==> config.mk <==
export PLATFORM = sky130hd
export DESIGN_NAME = run_ctrl_flat
export DESIGN_NICKNAME = d
export VERILOG_FILES = /design/src/rtl/run_ctrl_if.sv /design/src/rtl/run_ctrl.sv /design/src/flat_wrapper.sv
export SDC_FILE = /design/constraint.sdc
export NUM_CORES = 1
export LEC_CHECK = 0
export BUFFER_PORTS_ARGS = -buffer_cell sky130_fd_sc_hd__buf_2
export CORE_MARGIN = 4
export CORE_UTILIZATION = 50
export DETAILED_ROUTE_END_ITERATION = 6
export GPL_TIMING_DRIVEN = 1
export PLACE_DENSITY = 0.84
export SETUP_SLACK_MARGIN = 0.02
export SLEW_MARGIN = 10
export SYNTH_ARGS = -nofsm -noshare
export SYNTH_HDL_FRONTEND = slang
export SYNTH_SLANG_ARGS = --single-unit
==> constraint.sdc <==
create_clock -name clk -period 5.6 [get_ports clk]
set_input_delay 1.12 -clock clk [delete_from_list [all_inputs] [get_ports clk]]
set_output_delay 1.12 -clock clk [all_outputs]
set_load 0.005 [all_outputs]
==> src/rtl/run_ctrl_if.sv <==
// Register-dump stream leaving run_ctrl: one architectural register word per valid/ready handshake.
interface run_ctrl_if;
    logic        dump_valid;
    logic        dump_ready;
    logic [4:0]  dump_idx;
    logic [31:0] dump_data;

    modport master (
        output dump_valid,
        output dump_idx,
        output dump_data,
        input  dump_ready
    );

    modport slave (
        input  dump_valid,
        input  dump_idx,
        input  dump_data,
        output dump_ready
    );
endinterface

==> src/rtl/run_ctrl.sv <==
// Run control for the RV32I core: halts on ECALL/EBREAK, stuck-PC watchdog or cycle timeout,
// then freezes the core and streams all 32 registers out over the dump channel.
module run_ctrl #(
    parameter int unsigned WDOG_LIMIT = 2000000,
    parameter int unsigned MAX_CYCLES = 50000000,
    parameter int unsigned CYC_W      = 64
) (
    input  logic             clk,
    input  logic             rst,
    input  logic             ecall_pulse,
    input  logic             ebreak_pulse,
    input  logic [31:0]      mem_pc,
    output logic             core_halt,
    output logic [4:0]       rf_raddr,
    input  logic [31:0]      rf_rdata,
    output logic             halted,
    output logic             dump_done,
    output logic [2:0]       halt_cause,
    output logic [CYC_W-1:0] cycle_count,
    run_ctrl_if.master       dump
);

    typedef enum logic [1:0] {
        RUN,
        DUMP_RD,
        DUMP_OUT,
        DONE
    } state_t;

    localparam logic [2:0]       CAUSE_ECALL   = 3'd1;
    localparam logic [2:0]       CAUSE_EBREAK  = 3'd2;
    localparam logic [2:0]       CAUSE_WDOG    = 3'd3;
    localparam logic [2:0]       CAUSE_TIMEOUT = 3'd4;
    localparam logic [31:0]      WDOG_CNT      = 32'(WDOG_LIMIT);
    localparam logic [CYC_W-1:0] CYC_LIMIT     = CYC_W'(MAX_CYCLES);
    localparam bit               TMO_EN        = (MAX_CYCLES != 0);

    state_t      state;
    logic [31:0] stuck_pc;
    logic [31:0] stuck_cnt;
    logic        wdog_hit;
    logic        tmo_hit;
    logic        halt_evt;
    logic [2:0]  next_cause;

    // Halt event detection and cause priority: ecall > ebreak > watchdog > timeout.
    always_comb begin
        wdog_hit   = (stuck_cnt == WDOG_CNT);
        tmo_hit    = TMO_EN && (cycle_count == CYC_LIMIT);
        halt_evt   = ecall_pulse | ebreak_pulse | wdog_hit | tmo_hit;
        next_cause = 3'd0;
        if (ecall_pulse) begin
            next_cause = CAUSE_ECALL;
        end else if (ebreak_pulse) begin
            next_cause = CAUSE_EBREAK;
        end else if (wdog_hit) begin
            next_cause = CAUSE_WDOG;
        end else if (tmo_hit) begin
            next_cause = CAUSE_TIMEOUT;
        end
    end

    always_ff @(posedge clk or posedge rst) begin
        if (rst) begin
            state          <= RUN;
            core_halt      <= 1'b0;
            rf_raddr       <= 5'd0;
            halted         <= 1'b0;
            dump_done      <= 1'b0;
            halt_cause     <= 3'd0;
            cycle_count    <= '0;
            stuck_pc       <= 32'hFFFF_FFFF;
            stuck_cnt      <= 32'd0;
            dump.dump_valid <= 1'b0;
            dump.dump_idx   <= 5'd0;
            dump.dump_data  <= 32'd0;
        end else begin
            case (state)
                RUN: begin
                    if (halt_evt) begin
                        halt_cause <= next_cause;
                        halted     <= 1'b1;
                        core_halt  <= 1'b1;
                        state      <= DUMP_RD;
                    end else begin
                        if (cycle_count != '1) begin
                            cycle_count <= cycle_count + CYC_W'(1);
                        end
                        if (mem_pc == stuck_pc) begin
                            stuck_cnt <= stuck_cnt + 32'd1;
                        end else begin
                            stuck_pc  <= mem_pc;
                            stuck_cnt <= 32'd0;
                        end
                    end
                end

                // rf_raddr already points at dump_idx on entry; capture the asynchronous read.
                DUMP_RD: begin
                    dump.dump_data  <= rf_rdata;
                    dump.dump_valid <= 1'b1;
                    rf_raddr        <= 5'd0;
                    state           <= DUMP_OUT;
                end

                DUMP_OUT: begin
                    if (dump.dump_ready) begin
                        dump.dump_valid <= 1'b0;
                        if (dump.dump_idx == 5'd31) begin
                            dump_done <= 1'b1;
                            state     <= DONE;
                        end else begin
                            dump.dump_idx <= dump.dump_idx + 5'd1;
                            rf_raddr      <= dump.dump_idx + 5'd1;
                            state         <= DUMP_RD;
                        end
                    end
                end

                DONE: begin
                    state <= DONE;
                end

                default: begin
                    state <= RUN;
                end
            endcase
        end
    end

endmodule

==> src/flat_wrapper.sv <==
// flat-port wrapper written by rule: the top's interface ports become plain ports
module run_ctrl_flat 
#(
    parameter int unsigned WDOG_LIMIT = 2000000,
    parameter int unsigned MAX_CYCLES = 50000000,
    parameter int unsigned CYC_W      = 64
)
  (clk, rst, ecall_pulse, ebreak_pulse, mem_pc, core_halt, rf_raddr, rf_rdata, halted, dump_done, halt_cause, cycle_count, dump_dump_valid, dump_dump_idx, dump_dump_data, dump_dump_ready);
  run_ctrl_if dump_i ();
  input  logic clk;
  input  logic rst;
  input  logic ecall_pulse;
  input  logic ebreak_pulse;
  input  logic [31:0] mem_pc;
  output logic core_halt;
  output logic [4:0] rf_raddr;
  input  logic [31:0] rf_rdata;
  output logic halted;
  output logic dump_done;
  output logic [2:0] halt_cause;
  output logic [CYC_W-1:0] cycle_count;
  output wire logic [$bits(dump_i.dump_valid)-1:0] dump_dump_valid;
  output wire logic [$bits(dump_i.dump_idx)-1:0] dump_dump_idx;
  output wire logic [$bits(dump_i.dump_data)-1:0] dump_dump_data;
  input wire logic [$bits(dump_i.dump_ready)-1:0] dump_dump_ready;
  assign dump_dump_valid = dump_i.dump_valid;
  assign dump_dump_idx = dump_i.dump_idx;
  assign dump_dump_data = dump_i.dump_data;
  assign dump_i.dump_ready = dump_dump_ready;
  run_ctrl #(.WDOG_LIMIT(WDOG_LIMIT), .MAX_CYCLES(MAX_CYCLES), .CYC_W(CYC_W)) u_core (.clk(clk), .rst(rst), .ecall_pulse(ecall_pulse), .ebreak_pulse(ebreak_pulse), .mem_pc(mem_pc), .core_halt(core_halt), .rf_raddr(rf_raddr), .rf_rdata(rf_rdata), .halted(halted), .dump_done(dump_done), .halt_cause(halt_cause), .cycle_count(cycle_count), .dump(dump_i));
endmodule
== Yosys cells after proc, flatten, opt, wreduce, memory -nomap -nowiden ==
Index checks and enable logic that the tools add are counted.
Cells by class
  multiplexer cells: 14
  reductions and logical operators: 11
  bitwise logic cells: 6
  $add $sub $neg: 3
  eq/ne operators: 11
Operators with widths (number)
  adder 64 x 1 -> 64 bit, second input constant: 1
  equality test 64 x 26 -> 1 bit, second input constant: 1
  inequality test 64 bit, second input constant: 1
  adder 32 x 1 -> 32 bit, second input constant: 1
  equality test 32 x 21 -> 1 bit, second input constant: 1
  equality test 32 bit: 1
  2-to-1 mux 32 bit: 1
  AND reduction 3 bit: 5
  2-to-1 mux 3 bit: 4
  2-to-1 mux 5 bit: 2
  one-hot mux 5 bit (2 select lines): 1
  one-hot mux 2 bit (4 select lines): 1
  AND reduction 2 bit: 4
  2-to-1 mux 2 bit: 3
  adder 5 x 1 -> 5 bit, second input constant: 1
  equality test 5 bit, second input constant: 1
  equality test 2 bit, second input constant: 2
  inequality test 2 bit, second input constant: 2
  inverter 1 bit: 3
  bitwise OR 1 bit: 3
  equality test 2 x 1 -> 1 bit, second input constant: 1
  zero test 2 bit: 1
  inequality test 2 x 1 -> 1 bit, second input constant: 1
  one-hot mux 1 bit (2 select lines): 1
  2 further kinds: 2
Word-level totals
  flip-flop bits (word level): 178
  logic and storage cells: 56
  output and inout bits: 113
  bits of input ports: 69

== Logic depth before layout (Yosys ltp) ==
Gate-level depths: netlist of the first run.
  depth in word-level cells: 5
  gate-level depth with buffers: 12
  gate-level depth less buffers: 9

== Worst setup path before layout of the first run ==
Ideal clock, no wire load.
  path kind: input -> register
  start point: in mem_pc[13]
  end point: reg u_core.stuck_cnt[10]
  library setup time: 0.095 ns
  path slack: 2.739 ns
  stages on the path: 8
  path buffers: 2
  arrival time: 2.766 ns
  data required time: 5.505 ns
  cell sequence: xnor2_1 > nand4_1 > nor4_1 > nand2_1 > or3_1 > clkbuf_1 > buf_2 > o31ai_1
On the way
  longest elaborated chain between the ends: 2
Ends and longest elaborated chain
  start: declaration: RTL line flat_wrapper.sv:14  | input logic [31:0] mem_pc;
  equality test 32 bit: RTL line run_ctrl.sv:89  | if (mem_pc == stuck_pc) begin
  2-to-1 mux 32 bit: RTL line run_ctrl.sv:89
  end signal: assignment: RTL line run_ctrl.sv:90  | stuck_cnt <= stuck_cnt + 32'd1;
  end: declaration: RTL line run_ctrl.sv:40  | logic [31:0] stuck_cnt;
Every way passes these cells.
A chain may end at the register's enable or synchronous reset.

== Worst setup path in the final report of the first run ==
  start point: reg u_core.cycle_count[0]
  end point: reg u_core.cycle_count[18]
On the way
  longest elaborated chain between the ends: 4
  elaborated cells on any way between the ends: 6
  those cells by class: add/sub (1); eq/ne (2); bitwise (2); reduce/logical (1)
Ends and longest elaborated chain
  start: declaration: RTL line run_ctrl.sv:19  | output logic [CYC_W-1:0] cycle_count,
  start signal: assignment: RTL line run_ctrl.sv:87  | cycle_count <= cycle_count + CYC_W'(1);
  branches (longest 4 deep; another with adder 64 x 1 -> 64 bit)
Several ways; the timed one is not identified.

==> results of run 1 <==
[cell usage after synthesis, types with 3 or more instances]
master	number
nand2b_1	5
nor2_1	37
a21oi_1	10
and4_1	6
mux2_2	33
o21ai_0	36
dfrtp_1	146
nor4_1	20
o211ai_1	3
nor3_1	17
nor4b_1	7
o31ai_1	15
and3_1	24
xor2_1	19
and2_1	5
o41ai_1	4
buf_6	5
dfstp_2	32
buf_2	7
or4_1	5
clkbuf_1	21
xnor2_1	81
ha_1	6
or3_1	5
inv_1	10
nand4_1	53
nor4_2	11
nand3_1	45
nor2b_1	8
nand2_1	148
[cell type report]
class	count	area share
Clock buffer	21	0.0461
Clock inverter	11	0.00815
Inverter	10	0.00395
Multi-Input combinational cell	636	0.392
Sequential cell	178	0.430
Tap cell	225	0.0270
Timing Repair Buffer	188	0.0930
[final timing paths]
check | depth (start not counted) | from | slack (ns) | to
max | 9 | u_core.cycle_count[0]$_DFFE_PP0P_ | 2.10 | u_core.cycle_count[18]$_DFFE_PP0P_
min | 2 | u_core.dump.dump_data[2]$_DFFE_PP0P_ | 0.47 | u_core.dump.dump_data[2]$_DFFE_PP0P_
max reg2reg | 9 | u_core.cycle_count[0]$_DFFE_PP0P_ | 2.10 | u_core.cycle_count[18]$_DFFE_PP0P_
min reg2reg | 2 | u_core.dump.dump_data[2]$_DFFE_PP0P_ | 0.47 | u_core.dump.dump_data[2]$_DFFE_PP0P_
max in group asynchronous | 3 | rst | 3.92 | u_core.cycle_count[29]$_DFFE_PP0P_
min in group asynchronous | 3 | rst | 0.93 | u_core.cycle_count[16]$_DFFE_PP0P_
[power breakdown]
part / switching, W / total, W / internal (W) / leakage [nW]
Sequential: 0.000156 / 0.00172 / 0.00156 / 2.28
Combinational: 0.000366 / 0.000707 / 0.000341 / 2.33
Clock: 0.000516 / 0.00114 / 0.000628 / 0.286
[registers in the layout (all words and copies together) (netlist names)]
register and cells:
u_core.core_halt 1, u_core.cycle_count 64, u_core.dump.dump_data 32, u_core.dump.dump_idx 5, u_core.dump.dump_valid 1, u_core.dump_done 1, u_core.halt_cause 3, u_core.rf_raddr 5
u_core.state 2, u_core.stuck_cnt 32, u_core.stuck_pc 32
[metrics by stage]
step	hold WS, ns	std cells	setup slack [ns]
after global placement	0.454	1237	1.92
after global routing	0.492	1269	1.84
after floorplan	0.447	860	2.23
final	0.475	1269	2.10
after detailed placement	0.457	1237	1.86
after CTS	0.477	1269	2.14
[critical path: stages (launching register included)]
cell and delay, ns:
dfrtp_1 0.40, inv_1 0.11, ha_1 0.15, nor4b_1 0.42
nand4_1 0.17, nor4_1 0.37, and4b_1 0.46, or2_2 0.93
nor3_1 0.18, xor2_1 0.19
[per-layer routing]
metal	track usage	share of wire	vias up
li1	-	-	3411
met1	0.286	0.43	3549
met2	0.344	0.48	253
met3	0.0529	0.068	36
met4	0.0785	0.017	0
met5	0	0	-
[cell families (layout without fill, tap and decap cells)]
logic type,count (synthesis),in the layout
AO/OA/AOI/OAI,82,82
XOR/XNOR,100,100
adder cells (fa/ha/maj),6,6
buffers and inverters,46,230
flip-flops,178,178
multiplexers,33,33
AND/OR/NAND/NOR,415,415
==> impl_metrics.yaml, run 1 <==
worst_setup_path:
  cp_max_fo: 54
  crit_path_end_kind: "register"
  critPathRequiredTime_ns: 5.91
  cp.arrival_ns: 3.81
  path_class: "reg -> reg"
  critPathLaunchType: "register"
clocking:
  holdBufCountCts: 0
  cts-resized-gates: 0
  postCtsSetupBuffers: 0
  cts_tree: "yes"
  clock_sinks: 178
  htree_levels: 4
  numCtsBuffers: 17
  cts_root_buffer: "clkbuf_16"
  cts_buffer_depth: 2
  clock_latency_ns: 0.43
  clk_pin_slew_ns: 0.07
place:
  dpl_cell_area_um2: 9880
  routabilityCongestion: 0.836
  numPortBuffers: 181
  hpwlAfterDp_mm: 14.6
global_route:
  grt_start_max_net_pins: 179
  antenna_found_initial: 0
  grt_use_total: 0.215
  grt_pass1_wl_mm: 34.8
  gr-total-overflow: 0
  grt_pass1_vias: 6935
power_and_ir_drop:
  cellPowerDensity_nw_per_um2: 342
  peakVddDrop_mv: 0.256
  finalPower_w: 0.00357
  power.leakage_nw: 4.89
floorplan:
  fp.dieH_um: 141
  io_pins: 182
  coreArea_um2: 17300
  die-width_um: 141
  initial_core_util: 0.509
  rows: 48
  die_area_um2: 19800
route:
  wl_per_cell_um: 16.7
  drt_iter0_drc: 472
  viasPerCell: 5.71
  drc: 0
  vias: 7249
  drt_pre_antenna_iters: 5
  drt-total-wl_mm: 21.2
  drtAntennaViolNets: 0
synthesis:
  syn_inst: 860
  syn_area_per_cell_um2: 10.2
  synth-main-ff-cell: "dfrtp_1"
  synth_area_um2: 8800
  synthesis.nets: 935
  synth_xor_area_frac: 0.0995
  yosysSeqAreaShare: 0.511
  ys_warn_count: 0
  synthTopCellsByArea: "dfrtp_1 42%, dfstp_2 9.6%, xnor2_1 8.1%, nand2_1 6.3%, mux2_2 4.2%"
  async_flop_share: 1.00
  synth_top_area_share: 0.415
  synthAdderAreaFrac: 0.00853
  synth.distinct_cells: 59
  synthSimpleGateAreaFrac: 0.255
  synth_mux_area_frac: 0.0422
  synth_compound_area_frac: 0.0584
  synth_seq_cells: 178
  synth_top_cell_by_area: "dfrtp_1"
  synth-edff-count: 0
  synth_top_family_by_area: "simple AND/OR/NAND/NOR gates"
cells_and_area:
  final_common_cell: "buf_2"
  drive_above_1_share: 0.297
  finalInstanceArea_um2: 10400
  multi_input_comb_area_um2: 4090
  ff_latch_area_um2: 4490
  antennaDiodeCount: 0
  layout_common_cells: "181 x buf_2, 148 x nand2_1, 146 x dfrtp_1, 81 x xnor2_1, 53 x nand4_1"
  synthToLayoutAreaGrowth_pct: 18.6
  utilization: 0.604
  final_nets: 1106
  nFillCells: 1439
job:
  maxCapViolations: 0
timing:
  hold_violations: 0
  drv_slew: 0
  setup_violations: 0
  fin_crit_ns: 3.50
  max_clock_freq_ghz: 0.285
  finalCritPeriodShare: 0.626
  clock_skew_ns: 0.0118
  slew_headroom: 0.262
  worst_pin_slew_ns: 1.11
  rsz0062_at_grt: "no"
  fin_tns_setup_ns: 0
hold_path:
  hold_class: "reg -> reg"
outcome:
  status: "complete, no violations"
No activity file was read; power rests on OpenSTA's default activity.
==> inputs of run 2 (changes only) <==
Settings changed: CORE_UTILIZATION 50 to 55, PLACE_DENSITY 0.84 to 0.87.
Clock period 5.6 ns to 3.3 ns, I/O delays scaled along.
==> impl_metrics.yaml, run 2 (same netlist as run 1, synthesis figures left out) <==
route:
  vias: 7365
  drt_iter0_drc: 707
  drt-total-wl_mm: 22.0
  drc: 0
  wl_per_cell_um: 17.4
  viasPerCell: 5.83
  drt_pre_antenna_iters: 5
  drtAntennaViolNets: 0
worst_setup_path:
  cpPeakStageDelay_ns: 0.47
  r2r_setup_slack_ns: 0.34
  critPathRequiredTime_ns: 3.62
  cp_max_fo: 20
  worstPathCellList: "inv_1, ha_1, nor4b_1, nand4_1, nor4_1, and4b_1, or3_1, buf_4, nor4_1, a21o_1"
  cp.arrival_ns: 3.28
  crit_path_end_kind: "register"
  path_class: "reg -> reg"
  reg2reg_depth: 10
  crit_top_cell: "nor4_1"
  critPathLaunchType: "register"
  slowest_stage: "and4b_1"
  timing.rr.end: "u_core.stuck_cnt[22]$_DFFE_PP0P_"
  rr_startpoint: "u_core.cycle_count[0]$_DFFE_PP0P_"
global_route:
  grt_pass1_vias: 7173
  grt_use_total: 0.244
  grt_pass1_wl_mm: 36.0
  grt_start_max_net_pins: 110
  antenna_found_initial: 0
  gr-total-overflow: 0
place:
  numPortBuffers: 181
  routabilityCongestion: 0.815
  hpwlAfterDp_mm: 15.3
  dp_cells: 1232
  preCtsSetupSlack_ns: 0.414
power_and_ir_drop:
  seq_power_share: 0.468
  power.leakage_nw: 4.96
  switchingPower_w: 0.00186
  finalPower_w: 0.00625
  sw_frac_of_total: 0.298
  peakVddDrop_mv: 0.536
  clkPwrFrac: 0.331
  cellPowerDensity_nw_per_um2: 592
  p_int_w: 0.00439
  combPwrFrac: 0.201
cells_and_area:
  layout_common_cells: "181 x buf_2, 148 x nand2_1, 146 x dfrtp_1, 81 x xnor2_1, 53 x nand4_1"
  largest_register: "u_core.cycle_count"
  largest_reg_flops: 64
  fin_cells: 1264
  final_nets: 1115
  nFillCells: 1162
  utilization: 0.684
  synthToLayoutAreaGrowth_pct: 19.9
  drive_above_1_share: 0.303
  antennaDiodeCount: 0
  final_common_cell: "buf_2"
clocking:
  cts-resized-gates: 0
  clock_latency_ns: 0.43
  cts_tree: "yes"
  holdBufCountCts: 0
  clk_pin_slew_ns: 0.07
  postCtsSetupBuffers: 0
  htree_levels: 4
  cts_buffer_depth: 2
  numCtsBuffers: 17
  cts_root_buffer: "clkbuf_16"
  clock_sinks: 178
floorplan:
  fp.dieH_um: 135
  rows: 45
  die-width_um: 135
  initial_core_util: 0.571
  coreArea_um2: 15400
  die_area_um2: 18100
  io_pins: 182
timing:
  slew_headroom: 0.545
  hold_violations: 0
  clock_skew_ns: 0.00942
  setup_ws_ns: 0.340
  drv_slew: 0
  setup_violations: 0
  finalCritPeriodShare: 0.897
  max_clock_freq_ghz: 0.338
  worst_pin_slew_ns: 0.676
  rsz0062_at_grt: "no"
  fin_crit_ns: 2.96
  fin_tns_setup_ns: 0
hold_path:
  hold_class: "in -> async"
outcome:
  status: "complete, no violations"
job:
  maxCapViolations: 0
==> run 2: cell types whose count changed in the layout (fill, tap and decap cells not counted), moves of 2 or more <==
| cell | delta |
|---|---|
| inv_8 | +3 |
| inv_6 | -3 |
| buf_4 | +7 |
| buf_12 | +2 |
==> run 2: layout make-up <==
cell class	instances	area, µm²	area share
multi-input combinational	636	4090	0.387
inverter	10	41.3	0.00391
tap	211	264	0.0250
sequential	178	4490	0.426
clock buffer	20	468	0.0443
clock inverter	12	136	0.0129
timing repair buffer	197	1060	0.101
==> run 2: per-stage QoR <==
stage	instance area (µm²)	hold WS, ns
3_3_place_gp	9950	0.448
4_1_cts	10600	0.400
3_5_place_dp	9950	0.458
6_report	10600	0.394
2_1_floorplan	8810	0.447
5_1_grt	10600	0.421
==> run 2: power by group through the flow <==
stage          registers, W  logic [W]  clock network, W
6_report            0.00292    0.00125           0.00207
5_1_grt             0.00298    0.00142           0.00218
4_1_cts             0.00292    0.00128           0.00209
3_5_place_dp        0.00295    0.00128                 0
3_3_place_gp        0.00294    0.00121                 0
2_1_floorplan       0.00294   0.000696                 0
==> run 2: critical path, delay by kind of cell, from the launching register on <==
family	cells	cell delay, ns
AND/OR/NAND/NOR	6	1.71
AO/OA/AOI/OAI	1	0.15
flip-flops	1	0.40
buffers and inverters	2	0.42
adder cells (fa/ha/maj)	1	0.15
==> run 2: how the worst max path moves through the flow <==
stage	start	end	slack (ns)
after floorplan	rst	u_core.core_halt$_DFFE_PP0P_	0.39
after global placement	u_core.cycle_count[0]$_DFFE_PP0P_	u_core.stuck_cnt[22]$_DFFE_PP0P_	0.47
after detailed placement	u_core.cycle_count[0]$_DFFE_PP0P_	u_core.stuck_cnt[22]$_DFFE_PP0P_	0.41
after CTS	u_core.cycle_count[0]$_DFFE_PP0P_	u_core.stuck_cnt[22]$_DFFE_PP0P_	0.37
after global routing	u_core.cycle_count[0]$_DFFE_PP0P_	u_core.stuck_cnt[22]$_DFFE_PP0P_	0.15
final	u_core.cycle_count[0]$_DFFE_PP0P_	u_core.stuck_cnt[22]$_DFFE_PP0P_	0.34
==> run 2: layer usage <==
layer / up-vias / routed length (µm) / GRT usage
li1: 3419 / - / -
met1: 3609 / 9100 / 0.328
met2: 304 / 10900 / 0.395
met3: 33 / 1630 / 0.0604
met4: 0 / 414 / 0.0758
met5: - / 0 / 0
